## src/rtl/uart_pkg.sv

```systemverilog
// Shared types and constants for the UART transmit controller.
package uart_pkg;

  localparam int OVERSAMPLE_DEF = 16;
  localparam int STOP_TICKS_1   = 16;
  localparam int STOP_TICKS_1P5 = 24;
  localparam int STOP_TICKS_2   = 32;

  typedef enum logic [2:0] {
    TX_IDLE   = 3'd0,
    TX_START  = 3'd1,
    TX_DATA   = 3'd2,
    TX_PARITY = 3'd3,
    TX_STOP   = 3'd4
  } tx_state_t;

  typedef enum logic [1:0] {
    WLS_5 = 2'b00,
    WLS_6 = 2'b01,
    WLS_7 = 2'b10,
    WLS_8 = 2'b11
  } wls_t;

  typedef struct packed {
    logic [1:0] wls;
    logic       stb;
    logic       pen;
    logic       eps;
    logic       sp;
  } tx_cfg_t;

  // Stop constants are for the default rate; rescale them for other oversample ratios.
  function automatic int stop_ticks(int oversample, logic stb, logic [1:0] wls);
    if (!stb)
      return STOP_TICKS_1 * oversample / OVERSAMPLE_DEF;
    else if (wls == WLS_5)
      return STOP_TICKS_1P5 * oversample / OVERSAMPLE_DEF;
    else
      return STOP_TICKS_2 * oversample / OVERSAMPLE_DEF;
  endfunction

  function automatic logic parity_out(logic acc, logic eps, logic sp);
    if (sp)
      return ~eps;
    return eps ? acc : ~acc;
  endfunction

endpackage

```

## src/rtl/uart_tx_ctrl.sv

```systemverilog
// UART transmit controller: pops bytes from a TX FIFO and serialises
// start, data (LSB first), optional parity and stop bits onto tx.
module uart_tx_ctrl
  import uart_pkg::*;
#(
  parameter int OVERSAMPLE = OVERSAMPLE_DEF
) (
  input  logic       clk,
  input  logic       rst_n,
  input  logic       baud_pulse,
  input  logic       fifo_empty,
  input  logic [7:0] fifo_dout,
  output logic       fifo_pop,
  input  logic [1:0] wls,
  input  logic       stb,
  input  logic       pen,
  input  logic       eps,
  input  logic       sp,
  input  logic       bc,
  output logic       tx,
  output logic       busy,
  output logic       temt
);

  localparam int TICK_W = $clog2(2 * OVERSAMPLE);
  localparam logic [TICK_W-1:0] BIT_LAST = TICK_W'(OVERSAMPLE - 1);

  tx_state_t         state, state_nxt;
  tx_cfg_t           cfg;
  logic [TICK_W-1:0] tick_cnt;
  logic [TICK_W-1:0] stop_last;
  logic [2:0]        bit_cnt;
  logic [7:0]        shreg;
  logic              par_acc;
  logic              tx_q, tx_nxt;
  logic              bit_done, stop_done, unit_done, last_data, load;

  assign stop_last = TICK_W'(stop_ticks(OVERSAMPLE, cfg.stb, cfg.wls) - 1);
  assign bit_done  = baud_pulse && (tick_cnt == BIT_LAST);
  assign stop_done = baud_pulse && (tick_cnt == stop_last);
  assign unit_done = (state == TX_STOP) ? stop_done : bit_done;
  assign last_data = (bit_cnt == ({1'b0, cfg.wls} + 3'd4));

  always_ff @(posedge clk or negedge rst_n) begin
    if (!rst_n)
      state <= TX_IDLE;
    else
      state <= state_nxt;
  end

  always_comb begin
    state_nxt = state;
    case (state)
      TX_IDLE:   if (!fifo_empty) state_nxt = TX_START;
      TX_START:  if (bit_done) state_nxt = TX_DATA;
      TX_DATA:   if (bit_done && last_data) state_nxt = cfg.pen ? TX_PARITY : TX_STOP;
      TX_PARITY: if (bit_done) state_nxt = TX_STOP;
      TX_STOP:   if (stop_done) state_nxt = fifo_empty ? TX_IDLE : TX_START;
      default:   state_nxt = TX_IDLE;
    endcase
  end

  // tx is computed from the next state so the registered line changes on the same edge as the FSM.
  always_comb begin
    load   = 1'b0;
    tx_nxt = 1'b1;
    case (state)
      TX_IDLE: load = !fifo_empty;
      TX_STOP: load = stop_done && !fifo_empty;
      default: load = 1'b0;
    endcase
    case (state_nxt)
      TX_START:  tx_nxt = 1'b0;
      TX_DATA:   tx_nxt = (state == TX_DATA && bit_done) ? shreg[1] : shreg[0];
      TX_PARITY: tx_nxt = parity_out(par_acc ^ ((state == TX_DATA) ? shreg[0] : 1'b0),
                                     cfg.eps, cfg.sp);
      default:   tx_nxt = 1'b1;
    endcase
  end

  assign fifo_pop = rst_n && load;
  assign busy     = (state != TX_IDLE);
  assign temt     = (state == TX_IDLE) && fifo_empty;
  assign tx       = tx_q && !bc;

  always_ff @(posedge clk or negedge rst_n) begin
    if (!rst_n) begin
      cfg      <= '0;
      tick_cnt <= '0;
      bit_cnt  <= '0;
      shreg    <= '0;
      par_acc  <= 1'b0;
      tx_q     <= 1'b1;
    end else begin
      tx_q <= tx_nxt;
      if (load) begin
        shreg    <= fifo_dout;
        cfg      <= '{wls: wls, stb: stb, pen: pen, eps: eps, sp: sp};
        tick_cnt <= '0;
        bit_cnt  <= '0;
        par_acc  <= 1'b0;
      end else if (state != TX_IDLE && baud_pulse) begin
        if (unit_done) begin
          tick_cnt <= '0;
          if (state == TX_DATA) begin
            shreg   <= shreg >> 1;
            par_acc <= par_acc ^ shreg[0];
            bit_cnt <= last_data ? 3'd0 : bit_cnt + 3'd1;
          end
        end else begin
          tick_cnt <= tick_cnt + 1'b1;
        end
      end
    end
  end

endmodule

```

## config.mk

```make
export PLATFORM = sky130hd
export DESIGN_NAME = uart_tx_ctrl
export DESIGN_NICKNAME = d
export VERILOG_FILES = /design/src/rtl/uart_pkg.sv /design/src/rtl/uart_tx_ctrl.sv
export SDC_FILE = /design/constraint.sdc
export NUM_CORES = 1
export LEC_CHECK = 0
export CELL_PAD_IN_SITES_DETAIL_PLACEMENT = 1
export CELL_PAD_IN_SITES_GLOBAL_PLACEMENT = 2
export CORE_MARGIN = 3
export CORE_UTILIZATION = 35
export CTS_CLUSTER_SIZE = 40
export DETAILED_ROUTE_END_ITERATION = 10
export PLACE_DENSITY_LB_ADDON = 0.1
export SYNTH_ARGS = -nofsm -noshare
export SYNTH_HDL_FRONTEND = slang
export SYNTH_SLANG_ARGS = --single-unit
```

## constraint.sdc

```tcl
create_clock -name clk -period 5.6 [get_ports clk]
set_input_delay 1.12 -clock clk [delete_from_list [all_inputs] [get_ports clk]]
set_output_delay 1.12 -clock clk [all_outputs]
set_load 0.02 [all_outputs]
```

Yosys cells after proc, flatten, opt, wreduce, memory -nomap -nowiden
Index checks and enable logic that the tools add are counted.
Storage, ports and cells
  register bits after elaboration: 27
  input port bits: 19
  output and inout port bits: 4
  logic and storage cells: 83
Cells by class
  mux-type cells: 36
  bitwise operators: 4
  equal/unequal tests: 10
  $add $sub $neg: 4
  reductions and logical operators: 18
Operators with widths (count)
  $mux 3: 11
  $mux 8: 4
  $mux 5: 5
  $pmux 3 s5: 1
  $mux 1: 13
  $eq 3x2->1 const B: 4
  $logic_and 1x1->1: 9
  $eq 3x1->1 const B: 2
  $reduce_bool 2->1: 3
  $add 5x1->5 const B: 1
  $eq 5x4->1 const B: 1
  $eq 5x5->1: 1
  $sub 5x2->5 const B: 1
  $add 2x3->3 const B: 1
  $add 3x1->3 const B: 1
  $eq 3x3->1: 1
  $eq 3x3->1 const B: 1
  $logic_not 3->1: 1
  $pmux 1 s3: 1
  $reduce_and 3->1: 1
  $reduce_bool 3->1: 1
  $logic_not 1->1: 2
  $logic_not 2->1: 1
  $not 1->1: 2
  other kinds (2): 3

Logic depth before layout (Yosys ltp)
  depth after elaboration: 12
  depth in mapped cells: 9
  mapped depth without buffers: 8

Worst setup path after synthesis
No wires, ideal clock.
  path kind: input to output
  start point: input baud_pulse
  end point: output fifo_pop
  data arrival time: 1.990 ns
  buffers on the path: 1
  stages: 5
  path slack: 2.490 ns
  data required time: 4.480 ns
  cells stage by stage: nand3_1 > nor2_1 > o221a_4 > buf_6 > and2_1
On the way
  word-level cells in the longest chain between the ends: 4
Ends and longest elaborated chain
  start: declaration: line uart_tx_ctrl.sv:10  | input logic baud_pulse,
  $logic_and 1x1->1: line uart_tx_ctrl.sv:40  | assign stop_done = baud_pulse && (tick_cnt == stop_last);
  $logic_and 1x1->1: line uart_tx_ctrl.sv:69  | TX_STOP: load = stop_done && !fifo_empty;
  $pmux 1 s2: line uart_tx_ctrl.sv:67  | case (state)
  $logic_and 1x1->1: line uart_tx_ctrl.sv:81  | assign fifo_pop = rst_n && load;
  end: declaration: line uart_tx_ctrl.sv:13  | output logic fifo_pop,
Every way passes these cells.

Worst setup path in the final report
Same ends and word-level chain as after synthesis.

==> out/metrics.csv <==
stage,metric,value,unit
synthesis,Syn Nets,176,
placed_design,Cells after DPL,220,
sta,worst-margin pin slew,0.586,ns
hold_path,Worst Hold Class,reg -> reg,
cts,Clock Sinks,27,
final_layout,Final #Nets,197,
worst_setup_path,Startpoint Class,primary input,
pwr,Worst VDD drop,0.105,mV
sta,worst rel slew slack,60.5,%
job,max_cap viols,0,
final_layout,most frequent cells in the layout,"nand2_1 (27), dfrtp_1 (26), clkdlybuf4s50_1 (22)",
global_routing,first-pass GRT wire length,6030,um
global_routing,largest net degree at the start of global routing,29,
cts,root buffer cell,clkbuf_8,
final_layout,area growth from synthesis to layout,18.4,%
sta,max-slew violations,0,
synthesis,Yosys warnings,0,
cts,post-cts resize count,0,
placed_design,port bufs,22,
cts,postcts setup bufs,0,
detailed_routing,drt drc,0,
synthesis,gate count after technology mapping,154,
final_layout,fill cell count,473,
detailed_routing,Routed Antenna Nets,0,
detailed_routing,drt via density,5.33,
detailed_routing,routed length per instance,15.1,um
pwr,clock network power share,15.0,%
synthesis,synthesis-stage register bit count,27,
die,IO Pins,23,
final_layout,Ant. Diodes,0,
worst_setup_path,Crit Path Category,in -> out,
sta,unrepaired setup endpoints after global routing,false,
final_layout,"commonest non-fill, non-tap cell in the layout",nand2_1,
die,DIE WIDTH,71.8,um
worst_setup_path,r2r setup slk,3.46,ns
die,Cell Rows,23,
cts,Clock transition at path regs,0.09,ns
global_routing,gr ovfl total,0,
global_routing,number of global-route vias before repair,1250,
sta,post-layout min period,4.42,ns
synthesis,Synth Cell Area,1520,um^2
pwr,total power per unit cell area,405,nW/um^2
worst_setup_path,crit path max fanout,22,
final_layout,fraction of layout cells with a size suffix above 1,9.20,%
detailed_routing,drt pass-1 iters,4,
die,Die Area,5150,um^2
sta,Worst Skew,0.00352,ns
worst_setup_path,Worst setup EP type,primary output,
die,chip height,71.8,um
pwr,Leak,0.837,nW
cts,total CTS buffers,3,
cts,Clock Latency Late Sink,0.27,ns
cts,hold buffers post-CTS,0,
sta,"Hold Violations, Final",0,
pwr,NetSw,0.000274,W
pwr,P_int,0.000452,W
placed_design,GP Congestion,0.776,
pwr,Flop pwr share,48.0,%
sta,endpoints failing setup,0,
worst_setup_path,critical path arrival,3.30,ns
sta,setup TNS,0,ns
sta,fmax,0.226,GHz
sta,Final period util,78.9,%
detailed_routing,vias post-DR,1194,
synthesis,Yosys cell types,42,
global_routing,initial antenna violation count,0,
outcome,status,"complete, no violations",
synthesis,register area share after synthesis,44.7,%
cts,Longest Clk Path Bufs,2,
pwr,Gate power share,37.0,%
die,Initial Utilization,37.1,%
placed_design,Post-DP HPWL,2540,um
detailed_routing,DRT Wirelength,3390,um
die,core area,4090,um^2
global_routing,Global Route Usage Sum,14.6,%
final_layout,fin cells,224,
cts,htree depth,1,
detailed_routing,drt initial violations,33,
pwr,sw frac,37.7,%
worst_setup_path,Worst Path Required,4.48,ns
cts,CTS tree,done,
synthesis,Post-Syn Area per Cell,9.84,um^2
## power groups by stage
stage | clock [W] | combinational (W) | sequential, W
after floorplan | 0 | 0.000224 | 0.000323
after global placement | 0 | 0.000259 | 0.000351
after detailed placement | 0 | 0.000273 | 0.000355
after CTS | 0.000114 | 0.000275 | 0.000351
after global routing | 0.000125 | 0.000309 | 0.000364
final | 0.000109 | 0.000269 | 0.000349
## sequential cells by signal, summed over array words and instances, names as in the netlist
name	count
shreg	8
cfg	6
tick_cnt	5
bit_cnt	3
state	3
par_acc	1
tx_q	1
## per-layer routing
metal  global-route usage, %  share of wire [%]  vias to the layer above
li1                        -                  -                      577
met1                    20.7                 47                      602
met2                    23.6                 50                       13
met3                    1.82                2.2                        2
met4                    3.76               0.65                        0
met5                       0                  0                        -
## synth_stat cells, drive strengths merged
cell type	instances	area share (%)
a211oi	1	0.50
a21bo	1	0.66
a21o	6	3.0
a21oi	5	1.7
a221o	1	0.66
a22o	5	2.9
a22oi	1	0.50
and2	2	0.83
and3	2	0.83
and4b	1	0.66
and4bb	1	0.83
buf	7	3.7
dfrtp	26	43
dfstp	1	1.7
ha	3	2.5
inv	6	1.5
mux2i	3	2.0
nand2	27	6.7
nand3	2	0.66
nand4	1	0.41
nand4b	2	1.2
nor2	14	3.6
nor2b	2	0.83
nor3	5	1.7
nor3b	1	0.83
o21ai	5	1.7
o21bai	1	0.50
o221a	1	1.3
o221ai	1	0.99
o22ai	2	0.83
o2bb2ai	1	0.58
o31ai	1	0.50
o41ai	2	2.9
or2	2	0.83
or3	3	1.6
xnor2	4	2.3
xor2	5	2.9
## kinds of logic (layout without fill, tap and decap cells)
family | count (synthesis) | after routing | synth area share (%)
compound gates | 34 | 34 | 19.1
xor+xnor | 9 | 9 | 5.20
fa+ha+maj | 3 | 3 | 2.48
buf+inv | 13 | 33 | 5.20
flops | 27 | 27 | 44.7
mux | 3 | 3 | 1.98
simple gates | 65 | 65 | 21.4
## path summary, 6_finish.rpt
| path | to | cells after the start | start |
|---|---|---|---|
| hold / removal | shreg[2] | 1 | shreg[2] |
| max in group asynchronous | tx_q | 2 | rst_n |
| setup reg to reg | bit_cnt[0] | 7 | tick_cnt[0] |
| hold reg to reg | shreg[2] | 1 | shreg[2] |
| min in group asynchronous | tick_cnt[1] | 2 | rst_n |
| setup / recovery | fifo_pop | 6 | baud_pulse |
## layout make-up
class                      count  area, um^2  share of cell area [%]
clock buffer                   4        45.0                    2.51
timing repair buffer          23         228                    12.7
multi-input combinational    114         759                    42.3
tap                           50        62.6                    3.49
inverter                       6        22.5                    1.26
sequential                    27         677                    37.7
## per-stage QoR
| stage | power, W | utilization, % | hold slack [ns] | area (um^2) | setup WS (ns) |
|---|---|---|---|---|---|
| floorplan | 0.000547 | - | 0.450 | 1520 | 2.49 |
| global placement | 0.000609 | 42.8 | 0.458 | 1750 | 1.25 |
| detailed placement | 0.000628 | 42.8 | 0.469 | 1750 | 1.18 |
| CTS | 0.000739 | 43.9 | 0.491 | 1790 | 1.18 |
| global route | 0.000798 | 43.9 | 0.514 | 1790 | 1.05 |
| finish | 0.000727 | 43.9 | 0.490 | 1790 | 1.18 |
## critical path, stage by stage
cell	delay, ns
clkdlybuf4s50_1	0.59
nand3_1	0.12
nor2_1	0.29
o221a_4	0.41
and2_1	0.17
clkdlybuf4s50_1	0.60
Note: power is estimated with default switching activity, not from simulation.
==> RTL change 1: new RTL, same settings <==
Change the package constant `OVERSAMPLE_DEF` from 16 to 32.
--- a/src/rtl/uart_pkg.sv
+++ b/src/rtl/uart_pkg.sv
@@ -1,7 +1,7 @@
 // Shared types and constants for the UART transmit controller.
 package uart_pkg;
 
-  localparam int OVERSAMPLE_DEF = 16;
+  localparam int OVERSAMPLE_DEF = 32;
   localparam int STOP_TICKS_1   = 16;
   localparam int STOP_TICKS_1P5 = 24;
   localparam int STOP_TICKS_2   = 32;
Function: no difference found for any inputs over 10 cycles, from zero or initial values and one cycle with rst_n low; that may be too few to reach the edited logic, so the function may still have changed.
==> RTL change 1 against the original RTL <==
  * Fmax increased by 5.9%
  * Wire length up 5.2%
  * Cell area increased by 4.9%
  * Sequential cell count increased by 1
  * Highest routed layer unchanged
  * Register-to-register slack about the same
  * Total power is 9.7% higher
  * Largest cell class unchanged
  * Area after synthesis up 1.4%
  * Worst setup slack better by 0.25 ns
==> RTL change 1: results (changes against the original RTL) <==
* VDD IR-drop max at 0.000175 V (+66%)
* Layout cell share with drive strength beyond 1 at 0.119 (+0.0274)
* Hold EP: cfg[0]
* Clock Skew at 0.00147 ns (-0.00205 ns)
* Final RePlAce weighted congestion at 0.788 (+1.5%)
* Pin count of the biggest net entering global routing at 30 (+3.4%)
* Main synth FF type: dfrtp_1
* Worst r2r path cells at 6 (-1)
* Ant diodes at 0 (unchanged)
* Inserted Clock Buffers at 3 (unchanged)
* Crit path max fanout at 8 (-64%)
* Vias in the first global route at 1,323 (+5.8%)
* R2r endpoint: cfg[4]
* Clock root cell: clkbuf_8
* Async S/R FF share, synth at 1.00 (unchanged)
* Distinct cells, synth at 43 (+2.4%)
* Drt wl/cell at 15.8 um (+4.3%)
* Static Leak at 0.000766 uW (-8.5%)
* Clk pin slew, worst setup/hold paths at 0.10 ns
* Top Registers: shreg (8), cfg (6), tick_cnt (6)
* First-pass GRT wire length at 6280 um (+4.1%)
* Reg2reg setup slack at 3.45 ns (about the same)
* Nets at 198 (+0.51%)
* Clk_lat worst skew at 0.27 ns (about the same)
* Hold-critical path depth at 1 (unchanged)
* Net Sw Frac at 0.347 (-0.0308)
* Register area share after synthesis at 0.457 (+0.0101)
* Area after DPL at 0.00181 mm^2 (+3.5%)
* Initial antenna violation count at 0 (unchanged)
* YS warnings at 0 (unchanged)
* Crit path arrival time at 3.05 ns (-0.25 ns)
* Slew margin rel. at 0.514 (-0.0914)
* Sequential group share of total power at 0.466 (-0.014)
* H-tree lvl count at 1 (unchanged)
* Commonest cells post-synth: 27 x dfrtp_1, 20 x nand2_1, 18 x o21ai_0
* Post-cts sizing count at 0 (unchanged)
* FILL cells at 473 (unchanged)
* HP Start: cfg[0]
* CTS Buffer Depth at 2 (unchanged)
* Vias at 1,203 (+0.75%)
* GRT Util Overall at 0.151 (+0.00549)
* Hold Path Class: register to register
* HPWL reported at the end of detailed placement at 2550 um (+0.50%)
* Router iterations before antenna repair at 4 (unchanged)
* R2R Path Start: tick_cnt[0]
* Run status: complete, no violations
* Post-CTS setup buffers at 0 (unchanged)
* Number of port buffers at 22 (unchanged)
* Synth top area cells: dfrtp_1 44%, o21ai_0 5.9%, mux2i_1 5.2%, nand2_1 4.9%, mux2_2 3.7%
* Post-Syn Nets at 176 (unchanged)
* Initial DRC count at 53 (+61%)
==> RTL change 1: cell count changes after synthesis, moves of 6 or more <==
cell	change
o21ai_0	+13
nand2_1	-7
nand2b_1	+6
nor2_1	-6
==> RTL change 1: logic make-up (layout without fill, tap and decap cells) <==
logic type / count (synthesis) / count (layout) / share of synthesized area
and+or+nand+nor: 55 / 55 / 0.200
AOI/OAI and AO/OA: 36 / 36 / 0.158
DFF: 28 / 28 / 0.457
buffers and inverters: 14 / 35 / 0.0407
muxes: 13 / 13 / 0.0888
xor gates and xnor gates: 7 / 7 / 0.0399
adders and majority gates: 2 / 2 / 0.0163
==> RTL change 1: how the worst max path moves through the flow <==
stage | startpoint | to | slack [ns] | cells past startpoint
global placement | baud_pulse | fifo_pop | 1.44 | 6
detailed placement | baud_pulse | fifo_pop | 1.41 | 6
floorplan | baud_pulse | fifo_pop | 2.31 | 5
finish | baud_pulse | fifo_pop | 1.43 | 6
CTS | baud_pulse | fifo_pop | 1.41 | 6
global route | baud_pulse | fifo_pop | 1.31 | 6
==> RTL change 1: stage by stage <==
| step | hold slack, ns | std cells | worst slack [ns] | util |
|---|---|---|---|---|
| after floorplan | 0.472 | 155 | 2.31 | - |
| after global placement | 0.491 | 222 | 1.44 | 0.440 |
| after detailed placement | 0.505 | 222 | 1.41 | 0.440 |
| after CTS | 0.530 | 226 | 1.41 | 0.457 |
| after global routing | 0.544 | 226 | 1.31 | 0.457 |
| final | 0.526 | 226 | 1.43 | 0.457 |
==> RTL change 1: area by class of cell <==
class                      count  area [um^2]  share of cell area
multi-input combinational    113          777               0.413
sequential                    28          702               0.373
timing repair buffer          26          250               0.133
tap                           50         62.6              0.0332
clock buffer                   3         41.3              0.0219
clock inverter                 1         30.0              0.0160
inverter                       5         18.8             0.00997
==> RTL change 1: worst max-delay path, stage by stage <==
cell and delay (ns):
clkdlybuf4s50_1 0.53, nand4b_4 0.17, o21a_1 0.23, a211oi_2 0.23
and2_1 0.16, clkdlybuf4s50_1 0.60
==> RTL change 1: power groups by stage <==
stage | logic, uW | registers [uW] | clock network, uW
2_1_floorplan | 217 | 340 | 0
3_3_place_gp | 253 | 372 | 0
3_5_place_dp | 267 | 377 | 0
4_1_cts | 270 | 374 | 169
5_1_grt | 301 | 388 | 178
6_report | 265 | 371 | 161
==> RTL change 1: per-layer routing <==
metal  global-route usage  routed length [um]
met1                0.200                1680
met2                0.253                1750
met3               0.0263                 108
met4               0.0459                  35
met5                    0                   0
==> RTL change 2: new RTL, same flow settings <==
Made on the original files. Compare `tick_cnt` against `BIT_LAST` with >= in place of ==.
--- a/src/rtl/uart_tx_ctrl.sv
+++ b/src/rtl/uart_tx_ctrl.sv
@@ -36,7 +36,7 @@
   logic              bit_done, stop_done, unit_done, last_data, load;
 
   assign stop_last = TICK_W'(stop_ticks(OVERSAMPLE, cfg.stb, cfg.wls) - 1);
-  assign bit_done  = baud_pulse && (tick_cnt == BIT_LAST);
+  assign bit_done  = baud_pulse && (tick_cnt >= BIT_LAST);
   assign stop_done = baud_pulse && (tick_cnt == stop_last);
   assign unit_done = (state == TX_STOP) ? stop_done : bit_done;
   assign last_data = (bit_cnt == ({1'b0, cfg.wls} + 3'd4));
Function: no difference found for any inputs over 10 cycles, from zero or initial values and one cycle with rst_n low; that may be too few to reach the edited logic, so the function may still have changed.
==> RTL change 2 against the original RTL <==
  * Area after synthesis up 1.2%
  * Critical endpoint unchanged
  * Sequential cell count unchanged
  * Worst setup slack improved by 0.075 ns
  * Total power increased by 14%
  * Non-clock buffer count increased by 1
  * Wire length grew 8.4%
  * Clock skew increased by 0.0039 ns
  * Register-to-register slack got worse by 0.49 ns
  * Cell area is 2.7% higher
  * Utilization grew 0.85 points
==> RTL change 2: results (changes against the original RTL) <==
* Run status: complete, no violations
* Static Leak at 0.000764 uW (-8.7%)
* Worst slew pin tran at 0.727 ns (+0.141 ns)
* Xor/xnor cell area share of the yosys netlist at 0.0343 (-0.0178)
* Net Sw Frac at 0.385 (+0.00751)
* Worst r2r path cells at 8 (+1)
* Vias in the first global route at 1,268 (+1.4%)
* Synthesized area per cell at 10.2 um^2 (+3.3%)
* Clock Skew at 0.00739 ns (+0.00387 ns)
* Pin count of the biggest net entering global routing at 28 (-3.4%)
* FILL cells at 479 (+1.3%)
* Hold-critical path depth at 2 (+1)
* Post-DRT Antenna Nets at 0 (unchanged)
* Top Registers: shreg (8), cfg (6), tick_cnt (5)
* Final RePlAce weighted congestion at 0.792 (+2.0%)
* Initial DRC count at 54 (+64%)
* Drt via density at 5.46 (+2.4%)
* CTS Buffer Depth at 2 (unchanged)
* GRT Util Overall at 0.155 (+0.00916)
* VDD IR-drop max at 0.000143 V (+35%)
* HPWL reported at the end of detailed placement at 2790 um (+9.8%)
* Async S/R FF share, synth at 1.00 (unchanged)
* Crit path max fanout at 13 (-41%)
* Synth top area cells: dfrtp_1 42%, mux2i_1 5.2%, nor2_1 4.9%, mux2_2 4.4%, a21oi_1 3.3%
* Ant diodes at 0 (unchanged)
* Post-Synth Adder-Cell Area at 0.0245 (-0.000303)
* Layout cell share with drive strength beyond 1 at 0.115 (+0.0230)
* Commonest cells post-synth: 26 x dfrtp_1, 20 x nor2_1, 10 x a21oi_1
* Routed WL at 3670 um (+8.4%)
* Hold Path Class: register to register
* Clk pin slew, worst setup/hold paths at 0.10 ns
* First-pass GRT wire length at 6310 um (+4.6%)
* Compound-cell area share of the yosys netlist at 0.171 (-0.0195)
* Post-Syn Nets at 173 (-1.7%)
* Distinct cells, synth at 49 (+17%)
* Register area share after synthesis at 0.441 (-0.00547)
* Mux share of post-synthesis cell area at 0.0962 (+0.0764)
-- RTL change 2: cell types whose count changed after synthesis, sizes merged, moves of 5 or more --
| cell | before | now |
|---|---|---|
| nor2 | 14 | 21 |
| nand2 | 27 | 5 |
| a21oi | 5 | 10 |
| a21o | 6 | 1 |
| mux2 | 0 | 6 |
| mux2i | 3 | 8 |
-- RTL change 2: power groups by stage --
stage,clock network (uW),registers (uW),logic [uW]
3_3_place_gp,0,385,321
3_5_place_dp,0,389,333
4_1_cts,118,385,336
5_1_grt,127,401,371
6_report,113,384,332
2_1_floorplan,0,353,271
-- RTL change 2: layer usage --
layer | share of wire | global-route usage
met5 | 0 | 0
met4 | 0.014 | 0.0564
met3 | 0.030 | 0.0222
met2 | 0.46 | 0.249
met1 | 0.50 | 0.213
-- RTL change 2: critical path: stages --
cell             delay [ns]
clkdlybuf4s50_1        0.61
a41o_1                 0.25
o211a_1                0.44
and2_1                 0.20
clkdlybuf4s50_1        0.60
-- RTL change 2: cells by family (layout without fill, tap and decap cells) --
logic type | after synthesis | after routing
compound gates | 35 | 35
xor+xnor | 6 | 6
fa+ha+maj | 3 | 3
buf+inv | 14 | 37
flops | 27 | 27
mux | 14 | 14
simple gates | 52 | 52
-- RTL change 2: layout make-up --
| cell class | count | area share |
|---|---|---|
| Timing Repair Buffer | 24 | 0.128 |
| Clock buffer | 4 | 0.0245 |
| Sequential cell | 27 | 0.368 |
| Inverter | 9 | 0.0183 |
| Multi-Input combinational cell | 110 | 0.428 |
| Tap cell | 50 | 0.0340 |
-- RTL change 2: metrics by stage --
| step | total power, uW | area, um^2 | worst slack (ns) |
|---|---|---|---|
| after detailed placement | 722 | 1800 | 1.25 |
| after global routing | 900 | 1840 | 1.12 |
| after global placement | 706 | 1800 | 1.31 |
| after CTS | 839 | 1840 | 1.26 |
| final | 829 | 1840 | 1.26 |
| after floorplan | 624 | 1530 | 2.46 |
-- RTL change 2: worst paths after layout --
kind | start | to | slack (ns)
max | baud_pulse | fifo_pop | 1.26
min | shreg[7] | shreg[7] | 0.51
max reg2reg | tick_cnt[0] | tx_q | 2.97
min reg2reg | shreg[7] | shreg[7] | 0.51
max in group asynchronous | rst_n | tx_q | 3.92
min in group asynchronous | rst_n | tick_cnt[4] | 1.37
